File: src/rtl/intf_arb_pkg.sv
// Shared types and helpers for the round-robin write-channel arbiter.
package intf_arb_pkg;

   typedef enum logic {
      IDLE  = 1'b0,
      DRIVE = 1'b1
   } arb_state_e;

   localparam int DEFAULT_DATA_W = 8;

   // Index width for a vector of n entries, never narrower than one bit.
   function automatic int owner_w(input int n);
      return (n > 1) ? $clog2(n) : 1;
   endfunction

endpackage

File: src/rtl/rr_picker.sv
// Combinational round-robin search: first set req at or after start, wrapping.
module rr_picker
   import intf_arb_pkg::*;
#(
   parameter int NUM_REQ = 4,
   parameter int IDX_W   = owner_w(NUM_REQ)
) (
   input  logic [NUM_REQ-1:0] req,
   input  logic [IDX_W-1:0]   start,
   output logic               found,
   output logic [IDX_W-1:0]   idx
);

   localparam int SUM_W = IDX_W + 1;

   logic [IDX_W-1:0]   cand [NUM_REQ];
   logic [NUM_REQ-1:0] hit;

   generate
      for (genvar gi = 0; gi < NUM_REQ; gi++) begin : g_rot
         logic [SUM_W-1:0] sum;
         assign sum        = {1'b0, start} + SUM_W'(gi);
         assign cand[gi]   = (sum >= SUM_W'(NUM_REQ)) ? IDX_W'(sum - SUM_W'(NUM_REQ))
                                                       : sum[IDX_W-1:0];
         assign hit[gi]    = req[cand[gi]];
      end
   endgenerate

   // Walk from the far end so the closest hit to start wins.
   always_comb begin
      found = 1'b0;
      idx   = '0;
      for (int k = NUM_REQ - 1; k >= 0; k--) begin
         if (hit[k]) begin
            found = 1'b1;
            idx   = cand[k];
         end
      end
   end

endmodule

File: src/rtl/intf_write_arbiter.sv
// Round-robin arbiter sharing one enable-gated write channel, with bounded bursts.
module intf_write_arbiter
   import intf_arb_pkg::*;
#(
   parameter int NUM_REQ   = 4,
   parameter int DATA_W    = DEFAULT_DATA_W,
   parameter int BURST_LEN = 4
) (
   input  logic                        clk,
   input  logic                        rst_n,
   input  logic                        enable,
   input  logic [NUM_REQ-1:0]          req,
   input  logic [NUM_REQ*DATA_W-1:0]   req_data,
   output logic [NUM_REQ-1:0]          gnt,
   output logic                        wr_en,
   output logic [DATA_W-1:0]           wr_data,
   input  logic                        wr_ready,
   output logic [$clog2(NUM_REQ)-1:0]  owner,
   output logic                        busy
);

   localparam int IDX_W = owner_w(NUM_REQ);
   localparam int CNT_W = $clog2(BURST_LEN + 1);

   arb_state_e       state_reg, state_next;
   logic [IDX_W-1:0] owner_reg, owner_next;
   logic [IDX_W-1:0] rr_start_reg, rr_start_next;
   logic [CNT_W-1:0] beat_cnt_reg, beat_cnt_next;
   logic             tenure_valid_reg, tenure_valid_next;

   logic             pick_found;
   logic [IDX_W-1:0] pick_idx;
   logic             can_continue;
   logic             in_drive;

   logic [DATA_W-1:0] data_arr [NUM_REQ];

   generate
      for (genvar gi = 0; gi < NUM_REQ; gi++) begin : g_data
         assign data_arr[gi] = req_data[gi*DATA_W +: DATA_W];
      end
   endgenerate

   rr_picker #(
      .NUM_REQ (NUM_REQ),
      .IDX_W   (IDX_W)
   ) u_picker (
      .req   (req),
      .start (rr_start_reg),
      .found (pick_found),
      .idx   (pick_idx)
   );

   assign in_drive     = (state_reg == DRIVE);
   assign can_continue = tenure_valid_reg && req[owner_reg] &&
                         (beat_cnt_reg < CNT_W'(BURST_LEN));

   always_ff @(posedge clk or negedge rst_n) begin
      if (!rst_n) begin
         state_reg        <= IDLE;
         owner_reg        <= '0;
         rr_start_reg     <= '0;
         beat_cnt_reg     <= '0;
         tenure_valid_reg <= 1'b0;
      end else begin
         state_reg        <= state_next;
         owner_reg        <= owner_next;
         rr_start_reg     <= rr_start_next;
         beat_cnt_reg     <= beat_cnt_next;
         tenure_valid_reg <= tenure_valid_next;
      end
   end

   always_comb begin
      state_next        = state_reg;
      owner_next        = owner_reg;
      rr_start_next     = rr_start_reg;
      beat_cnt_next     = beat_cnt_reg;
      tenure_valid_next = tenure_valid_reg;
      case (state_reg)
         IDLE: begin
            if (enable && can_continue) begin
               state_next = DRIVE;
            end else if (enable && pick_found) begin
               // New tenure; the search for the next one starts just past this owner.
               state_next        = DRIVE;
               owner_next        = pick_idx;
               beat_cnt_next     = '0;
               tenure_valid_next = 1'b1;
               rr_start_next     = (pick_idx == IDX_W'(NUM_REQ - 1)) ? '0 : pick_idx + 1'b1;
            end else if (req == '0) begin
               tenure_valid_next = 1'b0;
            end
         end
         DRIVE: begin
            if (!req[owner_reg]) begin
               // Owner withdrew mid-beat: abandon the beat and the tenure.
               state_next        = IDLE;
               tenure_valid_next = 1'b0;
            end else if (wr_ready) begin
               state_next    = IDLE;
               beat_cnt_next = beat_cnt_reg + 1'b1;
            end
         end
         default: state_next = IDLE;
      endcase
   end

   always_comb begin
      gnt     = '0;
      wr_data = '0;
      if (in_drive) begin
         wr_data        = data_arr[owner_reg];
         gnt[owner_reg] = req[owner_reg] && wr_ready;
      end
   end

   assign wr_en = in_drive;
   assign busy  = in_drive;
   assign owner = owner_reg;

endmodule
File: config.mk
export PLATFORM = sky130hd
export DESIGN_NAME = intf_write_arbiter
export DESIGN_NICKNAME = d
export VERILOG_FILES = /design/src/rtl/intf_arb_pkg.sv /design/src/rtl/rr_picker.sv /design/src/rtl/intf_write_arbiter.sv
export SDC_FILE = /design/constraint.sdc
export NUM_CORES = 1
export LEC_CHECK = 0
export CELL_PAD_IN_SITES_DETAIL_PLACEMENT = 1
export CELL_PAD_IN_SITES_GLOBAL_PLACEMENT = 1
export CORE_MARGIN = 2
export CORE_UTILIZATION = 26
export CTS_BUF_LIST = sky130_fd_sc_hd__clkbuf_16
export DETAILED_ROUTE_END_ITERATION = 7
export GPL_ROUTABILITY_DRIVEN = 0
export GPL_TIMING_DRIVEN = 0
export HOLD_SLACK_MARGIN = 0.15
export PLACE_DENSITY = 0.91
export SLEW_MARGIN = 15
export SYNTH_ARGS = -nofsm -noshare
export SYNTH_HDL_FRONTEND = slang
export SYNTH_HIERARCHICAL = 1
export SYNTH_SLANG_ARGS = --single-unit
File: constraint.sdc
create_clock -name clk -period 2 [get_ports clk]
set_input_delay 0.2 -clock clk [delete_from_list [all_inputs] [get_ports clk]]
set_output_delay 0.2 -clock clk [all_outputs]
set_load 0.01 [all_outputs]
==> results of run 1 <==
metal layers:
| metal | track usage, % | routed length [microns] |
|---|---|---|
| met5 | 0 | 0 |
| met4 | 6.52 | 40 |
| met3 | 6.07 | 323 |
| met2 | 37.5 | 1950 |
| met1 | 22.6 | 1590 |
cell families after synthesis:
group / after synthesis / synth area share, %
AND/OR/NAND/NOR: 42 / 24.3
multiplexers: 16 / 29.7
AO/OA/AOI/OAI: 15 / 12.9
buffers and inverters: 9 / 5.63
flip-flops: 9 / 24.7
adder cells (fa/ha/maj): 2 / 2.75
area by class of cell:
| class | count | area, sq um |
|---|---|---|
| multi-input combinational | 75 | 634 |
| sequential | 9 | 226 |
| inverter | 3 | 11.3 |
| clock buffer | 3 | 75.1 |
| buffer | 6 | 61.3 |
| clock inverter | 1 | 5.00 |
| tap | 46 | 57.6 |
| fill | 406 | 1720 |
| timing repair buffer | 61 | 572 |
Yosys cell counts, types with 2 or more instances:
master,number,area [sq um]
nand2_1,11,41.3
and2_1,9,56.3
dfrtp_1,9,225
nor2_1,9,33.8
mux4_2,8,180
mux2_2,5,56.3
a21oi_1,3,15.0
inv_1,3,11.3
nand2b_1,3,18.8
nor3b_1,3,22.5
o21ai_0,3,15.0
buf_2,2,10.0
buf_4,2,15.0
ha_1,2,25.0
mux2i_1,2,20.0
o211ai_1,2,15.0
path summary, 6_finish.rpt:
kind | startpoint | to | slack, ns | cells after the start
max reg2reg | owner[1]$_DFFE_PN0P_ | rr_start_reg[0]$_DFFE_PN0P_ | 0.28 | 5
min in group clk | tenure_valid_reg$_DFFE_PN0P_ | tenure_valid_reg$_DFFE_PN0P_ | 0.53 | 1
min | rst_n | beat_cnt_reg[1]$_DFFE_PN0P_ | 0.26 | 1
max in group asynchronous | rst_n | busy$_DFF_PN0_ | 1.43 | 1
min reg2reg | tenure_valid_reg$_DFFE_PN0P_ | tenure_valid_reg$_DFFE_PN0P_ | 0.53 | 1
max | req[3] | rr_start_reg[0]$_DFFE_PN0P_ | 0.06 | 6
per-stage QoR:
stage	TNS, ns	utilization, %	std cells
after CTS	0	48.7	201
after global routing	-0.0247	48.8	204
final	0	48.8	204
after global placement	-0.902	45.2	194
after floorplan	0	-	93
after detailed placement	-0.992	45.2	194
placed cells by master (no fill, tap or decap), types with 2 or more instances in the layout:
cell / count
o211ai_1: 2
a21oi_1: 3
clkbuf_16: 3
inv_1: 3
dlymetal6s2s_1: 2
mux4_2: 8
buf_6: 2
and2_1: 9
nor2_1: 9
dfrtp_1: 8
ha_1: 2
o21ai_0: 3
nor3b_1: 3
nand2_1: 11
clkdlybuf4s50_1: 44
nand2b_1: 3
mux2_2: 5
dlygate4sd2_1: 3
buf_4: 8
mux2i_1: 2
clkbuf_2: 5
worst register-to-register path: stages, from the launching register on:
cell and delay [ns]:
dfrtp_1 0.36, buf_6 0.14, mux2i_1 0.22, nor2_1 0.13, a211oi_4 0.37, mux2_2 0.38
what timing repair did:
| item | in CTS | in global routing |
|---|---|---|
| setup buffers | 3 | 3 |
| endpoints found under the setup margin | 11 | 12 |
| pin swaps | 0 | 2 |
| gates resized for setup | 20 | 9 |
| gates cloned | 0 | 0 |
| hold buffers | 0 | 0 |
power groups by stage:
stage	Combinational (mW)	Sequential, mW	Clock [mW]
final	1.32	0.373	0.353
after CTS	1.31	0.366	0.355
after global placement	1.20	0.351	0
after floorplan	0.767	0.354	0
after detailed placement	1.25	0.363	0
after global routing	1.42	0.388	0.366
==> results.sh, run 1 <==
export IMPL_slew_headroom_pct=73.0
export IMPL_finalMaxSlewViolations=0
export IMPL_final_nets=201
export IMPL_crit_path_top_delay_cell="clkdlybuf4s50_1"
export IMPL_power_per_cell_area_nw_per_um2=1240
export IMPL_clock_latency_ns=0.24
export IMPL_ys_seq_area_share_pct=24.7
export IMPL_die_w_microns=63.2
export IMPL_async_flop_share_pct=100
export IMPL_drc_errors=0
export IMPL_synth_edf_count=0
export IMPL_switching_share_pct=38.4
export IMPL_hold_path_class="in2async"
export IMPL_dp_hpwl_mm=2.89
export IMPL_clk_path_buf_depth=2
export IMPL_grt_pass1_vias=1165
export IMPL_die_area_sq_um=3990
export IMPL_power_mw=2.04
export IMPL_area_delta_synth_final_pct=80.4
export IMPL_ir_drop_mv=0.447
export IMPL_crit_chain="clkdlybuf4s50_1 -> nor2_1 -> nand2_1 -> nand3b_1 -> a211oi_4 -> mux2_2"
export IMPL_setup_ws_ns=0.0591
export IMPL_power_leakage_nw=0.696
export IMPL_clk_pin_slew_worst_paths_ns=0.04
export IMPL_ant_nets=0
export IMPL_setup_worst_path_start_class="input pin"
export IMPL_cp_max_fo=7
export IMPL_cp_arrival_ns=2.06
export IMPL_avgSynthCellArea_sq_um=9.79
export IMPL_synth_main_ff_cell="dfrtp_1"
export IMPL_globalRouteTotalUtil_pct=20.5
export IMPL_critPathKind="in2reg"
export IMPL_largest_register_ffs=3
export IMPL_cpPeakStageDelay_ns=0.61
export IMPL_antenna_found_initial=0
export IMPL_tightestPinTransition_ns=0.404
export IMPL_holdWs_ns=0.263
export IMPL_vias=1018
export IMPL_end_kind="register"
export IMPL_syn_num_nets=135
export IMPL_pwr_share_clk_pct=17.3
export IMPL_htree_num_levels=1
export IMPL_maxCapViolations=0
export IMPL_cp_required_ns=2.12
export IMPL_cp_num_buf_inv=1
export IMPL_wl_per_cell_microns=19.1
export IMPL_cts_tree="done"
export IMPL_syn_area_sq_um=911
export IMPL_cts_sinks=9
export IMPL_drive_above_1_share_pct=24.7
export IMPL_drtIter0Drc=20
export IMPL_dr_pass1_iters=3
export IMPL_ys_ff_latch=9
export IMPL_diodes=0
export IMPL_start_util_pct=27.1
export IMPL_p_switching_mw=0.786
export IMPL_ctsRootBufferMaster="clkbuf_16"
export IMPL_status="finished clean"
export IMPL_pre_cts_slack_ns=-0.145
export IMPL_grt_max_degree=11
export IMPL_overflow=0
export IMPL_p_int_mw=1.26
export IMPL_seq_power_share_pct=18.3
export IMPL_port_buffers=55
export IMPL_finalHoldViolCount=0
export IMPL_period_minus_slack_ns=1.94
export IMPL_design_area_sq_um=1640
export IMPL_detail_route_wirelength_mm=3.90
export IMPL_ys_types=33
export IMPL_timing_fmax_mhz=515
export IMPL_fp_row_count=21
export IMPL_fp_dieH_microns=63.2
export IMPL_fin_skew_ns=0.00176
export IMPL_critPathTopFamily="buffers and inverters"
export IMPL_synthCells=93
export IMPL_dpl_cell_area_sq_um=1520
export IMPL_setup_violations_final=0
export IMPL_synth_warnings=6
export IMPL_period_share_pct=97.0
export IMPL_comb_power_share_pct=64.5
export IMPL_core_sq_um=3360
export IMPL_via_per_inst=4.99
export IMPL_cts_made_buffers=3
export IMPL_ioPinCount=56
export IMPL_grt_pass1_wl_mm=6.28
Note: power is estimated with default switching activity, not from simulation.
==> run 2, diff against run 1 <==
CORE_UTILIZATION = 25   (was 26)
SYNTH_HIERARCHICAL = default   (was 1)
==> run 2 against run 1 <==
Compared with the run above:
- critical path depth is 2 lower
- die area shrank 6.4%
- combinational power shrank 22%
- design area fell by 5.3%
- non-clock buffer count stayed put
- routed wire length is 13% lower
- hold slack gained 0.0077 ns
- sequential power decreased by 6.2%
==> results.sh, run 2 <==
export IMPL_status="finished clean"
export IMPL_htree_num_levels=1
export IMPL_dpl_cell_area_sq_um=1420
export IMPL_end_kind="register"
export IMPL_synth_edf_count=0
export IMPL_ys_types=29
export IMPL_syn_num_nets=121
export IMPL_holdWs_ns=0.271
export IMPL_ys_seq_area_share_pct=27.6
export IMPL_period_minus_slack_ns=1.94
export IMPL_maxCapViolations=0
export IMPL_cts_made_buffers=3
export IMPL_setup_worst_path_start_class="register"
export IMPL_vias=927
export IMPL_die_area_sq_um=3740
export IMPL_r2r_start="owner[0]$_DFFE_PN0P_"
export IMPL_grt_setup_unrepaired="false"
export IMPL_async_flop_share_pct=100
export IMPL_power_per_cell_area_nw_per_um2=1120
export IMPL_ant_nets=0
export IMPL_overflow=0
export IMPL_cts_sinks=9
export IMPL_yosysTopAreaCellShare_pct=27.6
export IMPL_ctsRootBufferMaster="clkbuf_16"
export IMPL_synth_main_ff_cell="dfrtp_1"
export IMPL_fp_dieH_microns=61.1
export IMPL_cp_required_ns=2.12
export IMPL_start_util_pct=26.5
export IMPL_via_per_inst=4.90
export IMPL_grt_max_degree=11
export IMPL_area_delta_synth_final_pct=90.6
export IMPL_hold_path_class="in2async"
export IMPL_netlist_top_cells_area="dfrtp_1 28%, mux4_2 22%, and2_1 6.9%, mux2_2 4.1%, nor3b_1 3.7%"
export IMPL_dp_hpwl_mm=2.59
export IMPL_timing_fmax_mhz=514
export IMPL_clock_latency_ns=0.24
export IMPL_period_share_pct=97.2
export IMPL_power_leakage_nw=0.666
export IMPL_drc_errors=0
export IMPL_dpl_cell_count=178
export IMPL_largest_register_ffs=3
export IMPL_fp_row_count=20
export IMPL_pre_cts_slack_ns=-0.443
export IMPL_cts_tree="done"
export IMPL_synth_common_cells="9 x and2_1, 9 x dfrtp_1, 8 x mux4_2, 6 x nand2_1, 5 x nor2_1"
export IMPL_ir_drop_mv=0.454
export IMPL_cp_arrival_ns=2.06
export IMPL_design_area_sq_um=1560
export IMPL_grt_pass1_vias=1007
export IMPL_final_cells=189
export IMPL_setup_violations_final=0
export IMPL_avgSynthCellArea_sq_um=10.3
export IMPL_power_mw=1.74
export IMPL_antenna_found_initial=0
export IMPL_drtIter0Drc=16
export IMPL_fin_setup_tns_ns=0
export IMPL_slew_headroom_pct=61.6
export IMPL_detail_route_wirelength_mm=3.42
export IMPL_wl_per_cell_microns=18.1
export IMPL_final_nets=188
export IMPL_die_w_microns=61.1
export IMPL_r2r_end="owner[0]$_DFFE_PN0P_"
export IMPL_grt_pass1_wl_mm=5.06
export IMPL_synth_top_area_cell="dfrtp_1"
export IMPL_synthCells=79
export IMPL_syn_area_sq_um=816
export IMPL_hold_buffers=0
export IMPL_core_sq_um=3080
export IMPL_rr_worst_depth=4
export IMPL_synth_warnings=0
export IMPL_port_buffers=55
export IMPL_mostFrequentLayoutCells="41 x clkdlybuf4s50_1, 10 x dlygate4sd2_1, 9 x mux4_2, 8 x buf_4"
export IMPL_ioPinCount=56
export IMPL_setup_ws_ns=0.0553
export IMPL_dr_pass1_iters=4
export IMPL_fin_skew_ns=0.00224
export IMPL_mostFrequentLayoutCell="clkdlybuf4s50_1"
export IMPL_critPathKind="reg2reg"
export IMPL_drive_above_1_share_pct=23.4
export IMPL_ys_ff_latch=9
export IMPL_timing_critical_path_from="owner[0]$_DFFE_PN0P_"
export IMPL_finalHoldViolCount=0
export IMPL_diodes=0
export IMPL_globalRouteTotalUtil_pct=18.9
export IMPL_tightestPinTransition_ns=0.576
export IMPL_final_core_util_pct=50.5
export IMPL_regToRegSetupSlack_ns=0.06
export IMPL_cp_max_fo=6
export IMPL_clk_path_buf_depth=2
export IMPL_finalMaxSlewViolations=0
export IMPL_clk_pin_slew_worst_paths_ns=0.04
==> run 2: cell count changes after synthesis, moves of 2 or more <==
cell / before / now
buf_2: 2 / 0
clkbuf_1: 1 / 3
mux2_2: 5 / 3
nand2_1: 11 / 6
nand3_1: 1 / 3
nor2_1: 9 / 5
nor2b_1: 0 / 2
o211ai_1: 2 / 0
==> run 2: area by class of cell <==
cell class	count	area [sq um]
plain buffers	5	40.0
clock buffers	3	75.1
clock inverters	1	5.00
fillers	346	1520
inverters	3	11.3
multi-input cells	62	558
flip-flops and latches	9	228
well taps	44	55.1
repair buffers	62	583
==> run 2: metal layers <==
metal	part of all wire [%]	wire, microns	GRT usage (%)
met3	12	407	6.93
met2	50	1720	37.1
met5	0	0	0
met4	1.3	45	7.76
met1	36	1240	17.2
==> run 2: worst max path at each step <==
stage | depth (start not counted) | end
after CTS | 5 | wr_data[3]
after global placement | 4 | wr_data[5]
after floorplan | 4 | beat_cnt_reg[2]$_DFFE_PN0P_
after global routing | 5 | gnt[3]
final | 4 | owner[0]$_DFFE_PN0P_
after detailed placement | 4 | wr_data[3]
==> run 2: what timing repair did <==
action,CTS,global route
setup endpoints to repair,14,12
setup buffers,7,0
pin swaps,1,1
gates resized for setup,26,7
==> run 2: kinds of logic (layout without fill, tap and decap cells) <==
kind of cell / count (synthesis) / count (layout) / share of synthesized area [%]
buffers and inverters: 8 / 74 / 4.14
adder cells (fa/ha/maj): 2 / 2 / 3.07
AO/OA/AOI/OAI: 12 / 12 / 10.7
AND/OR/NAND/NOR: 35 / 35 / 23.8
multiplexers: 13 / 13 / 30.7
flip-flops: 9 / 9 / 27.6
==> run 2: power by group <==
| part | switching [mW] | internal (mW) |
|---|---|---|
| logic | 0.414 | 0.621 |
| registers | 0.0933 | 0.257 |
| clock network | 0.0959 | 0.264 |
==> run 2: critical path: stages, from the launching register on <==
cell and delay, ns:
dfrtp_2 0.41, mux4_2 0.54, a2111o_1 0.42, buf_4 0.18, mux2_2 0.28
==> run 3, diff against run 2 <==
--- a/config.mk
+++ b/config.mk
@@ -8,4 +8,5 @@
 export CELL_PAD_IN_SITES_DETAIL_PLACEMENT = 1
 export CELL_PAD_IN_SITES_GLOBAL_PLACEMENT = 1
+export CORE_ASPECT_RATIO = 0.75
 export CORE_MARGIN = 2
 export CORE_UTILIZATION = 25
==> constraint.sdc (replaced) <==
create_clock -name clk -period 2 [get_ports clk]
set_input_delay 0.4 -clock clk [delete_from_list [all_inputs] [get_ports clk]]
set_output_delay 0.4 -clock clk [all_outputs]
set_load 0.01 [all_outputs]
==> run 3 against run 2 <==
Compared with the run above:
- the run now ends with setup timing left
- sequential power increased by 3%
- total power increased by 5.3%
- critical path depth increased by 1
- clock skew decreased by 0.00076 ns
- routed wire length decreased by 5.5%
- setup slack got worse by 0.086 ns
- sequential share of layout area decreased by 0.35 points
- fmax decreased by 4.3%
- via count increased by 0.97%
- hold slack improved by 0.20 ns
- die area increased by 0.12%
==> results.sh, run 3 (synthesis results as in run 2) <==
export IMPL_cp_max_fo=7
export IMPL_drtIter0Drc=37
export IMPL_overflow=0
export IMPL_cts_made_buffers=3
export IMPL_die_w_microns=70.0
export IMPL_diodes=0
export IMPL_seq_area_sq_um=228
export IMPL_hold_path_class="in2async"
export IMPL_finalMaxSlewViolations=0
export IMPL_cpPeakStageDelay_ns=0.49
export IMPL_clock_latency_ns=0.23
export IMPL_multi_input_area_sq_um=573
export IMPL_fp_row_count=17
export IMPL_end_kind="primary output"
export IMPL_die_area_sq_um=3740
export IMPL_drive_above_1_share_pct=30.8
export IMPL_wl_per_cell_microns=17.5
export IMPL_mostFrequentLayoutCells="37 x clkdlybuf4s50_1, 10 x buf_6, 9 x mux4_2, 9 x dlygate4sd2_1, 7 x dfrtp_1"
export IMPL_vias=936
export IMPL_dr_pass1_iters=3
export IMPL_power_per_cell_area_nw_per_um2=1150
export IMPL_fp_dieH_microns=53.5
export IMPL_period_minus_slack_ns=2.03
export IMPL_largest_register_ffs=3
export IMPL_final_core_util_pct=52.7
export IMPL_antenna_found_initial=0
export IMPL_via_per_inst=5.09
export IMPL_ant_nets=0
export IMPL_cts_sinks=9
export IMPL_design_area_sq_um=1590
export IMPL_cts_tree="done"
export IMPL_crit_path_top_delay_cell="mux4_2"
export IMPL_mostFrequentLayoutCell="clkdlybuf4s50_1"
export IMPL_fin_setup_tns_ns=-0.0526
export IMPL_finalHoldViolCount=0
export IMPL_tightestPinTransition_ns=0.500
export IMPL_power_leakage_nw=0.695
export IMPL_crit_path_frequent_cell="buf_6"
export IMPL_detail_route_wirelength_mm=3.23
export IMPL_ctsRootBufferMaster="clkbuf_16"
export IMPL_globalRouteTotalUtil_pct=17.9
export IMPL_timing_critical_path_from="owner[0]$_DFFE_PN0P_"
export IMPL_port_buffers=55
export IMPL_violations="setup timing"
export IMPL_ir_drop_mv=0.589
export IMPL_fin_skew_ns=0.00148
export IMPL_ioPinCount=56
export IMPL_maxCapViolations=0
export IMPL_area_delta_synth_final_pct=95.2
export IMPL_power_mw=1.84
export IMPL_setup_worst_path_start_class="register"
export IMPL_dpl_cell_area_sq_um=1420
export IMPL_status="complete, but fails checks"
export IMPL_dp_hpwl_mm=2.46
export IMPL_cp_arrival_ns=1.63
export IMPL_cp_required_ns=1.60
export IMPL_grt_pass1_vias=1013
export IMPL_nFillCells=332
export IMPL_setup_violations_final=4
export IMPL_grt_max_degree=12
export IMPL_htree_num_levels=1
export IMPL_final_nets=189
export IMPL_clk_path_buf_depth=2
export IMPL_hold_buffers=0
export IMPL_critPathKind="reg2out"
export IMPL_grt_pass1_wl_mm=5.02
export IMPL_r2r_start="owner[0]$_DFFE_PN0P_"
export IMPL_setup_ws_ns=-0.0311
export IMPL_drc_errors=0
export IMPL_start_util_pct=27.0
export IMPL_period_share_pct=102
export IMPL_clk_pin_slew_worst_paths_ns=0.04
export IMPL_slew_headroom_pct=66.7
export IMPL_crit_chain="buf_8 -> buf_6 -> mux4_2 -> and2_4 -> buf_6"
export IMPL_pre_cts_slack_ns=-0.603
export IMPL_grt_setup_unrepaired="true"
export IMPL_core_sq_um=3020
export IMPL_timing_fmax_mhz=492
run 3: cell count changes in the layout (fill, tap and decap cells not counted), sizes merged:
cell	delta
inv	+1
dlygate4sd2	-1
clkdlybuf4s50	-4
buf	+8
clkbuf	-1
clkdlybuf4s15	-1
clkinv	-1
run 3: path summary, 6_finish.rpt:
kind | cells past startpoint | end | slack [ns]
setup reg to reg | 5 | owner[0]$_DFFE_PN0P_ | 0
min in group clk | 1 | beat_cnt_reg[0]$_DFFE_PN0P_ | 0.52
hold reg to reg | 1 | beat_cnt_reg[0]$_DFFE_PN0P_ | 0.52
setup / recovery | 5 | wr_data[2] | -0.03
hold / removal | 1 | beat_cnt_reg[2]$_DFFE_PN0P_ | 0.47
max in group asynchronous | 1 | owner[1]$_DFFE_PN0P_ | 1.22
run 3: stage by stage:
| step | instances | hold WS, ns |
|---|---|---|
| 2_1_floorplan | 79 | 0.104 |
| 3_3_place_gp | 172 | 0.495 |
| 3_5_place_dp | 172 | 0.526 |
| 4_1_cts | 183 | 0.484 |
| 5_1_grt | 184 | 0.516 |
| 6_report | 184 | 0.471 |
run 3: what timing repair did:
item	4_1_cts	5_1_grt
pin swaps	3	1
cloned	0	0
buffers inserted	8	1
endpoints found under the setup margin	19	15
resized for setup	56	13
run 3: metal layers:
layer	GRT usage [%]	routed length, microns
met5	0	0
met4	5.13	34
met3	4.76	241
met2	32.5	1600
met1	21.1	1350
run 3: worst max-delay path: cells and delay by family, from the launching register on:
family	cells	cell delay [ns]
multiplexers	1	0.49
flip-flops	1	0.39
buffers and inverters	3	0.35
AND/OR/NAND/NOR	1	0.16
run 3: power by group:
group	switching (mW)	internal, mW	leakage [nW]
sequential	0.103	0.257	0.111
clock	0.0804	0.261	0.0423
combinational	0.428	0.708	0.542
run 3: layout make-up:
type / instances / area share (%)
Buffer: 4 / 2.20
Clock buffer: 3 / 4.71
Clock inverter: 1 / 0.236
Inverter: 3 / 0.707
Multi-Input combinational cell: 62 / 36.0
Sequential cell: 9 / 14.3
Tap cell: 38 / 2.99
Timing Repair Buffer: 64 / 38.9
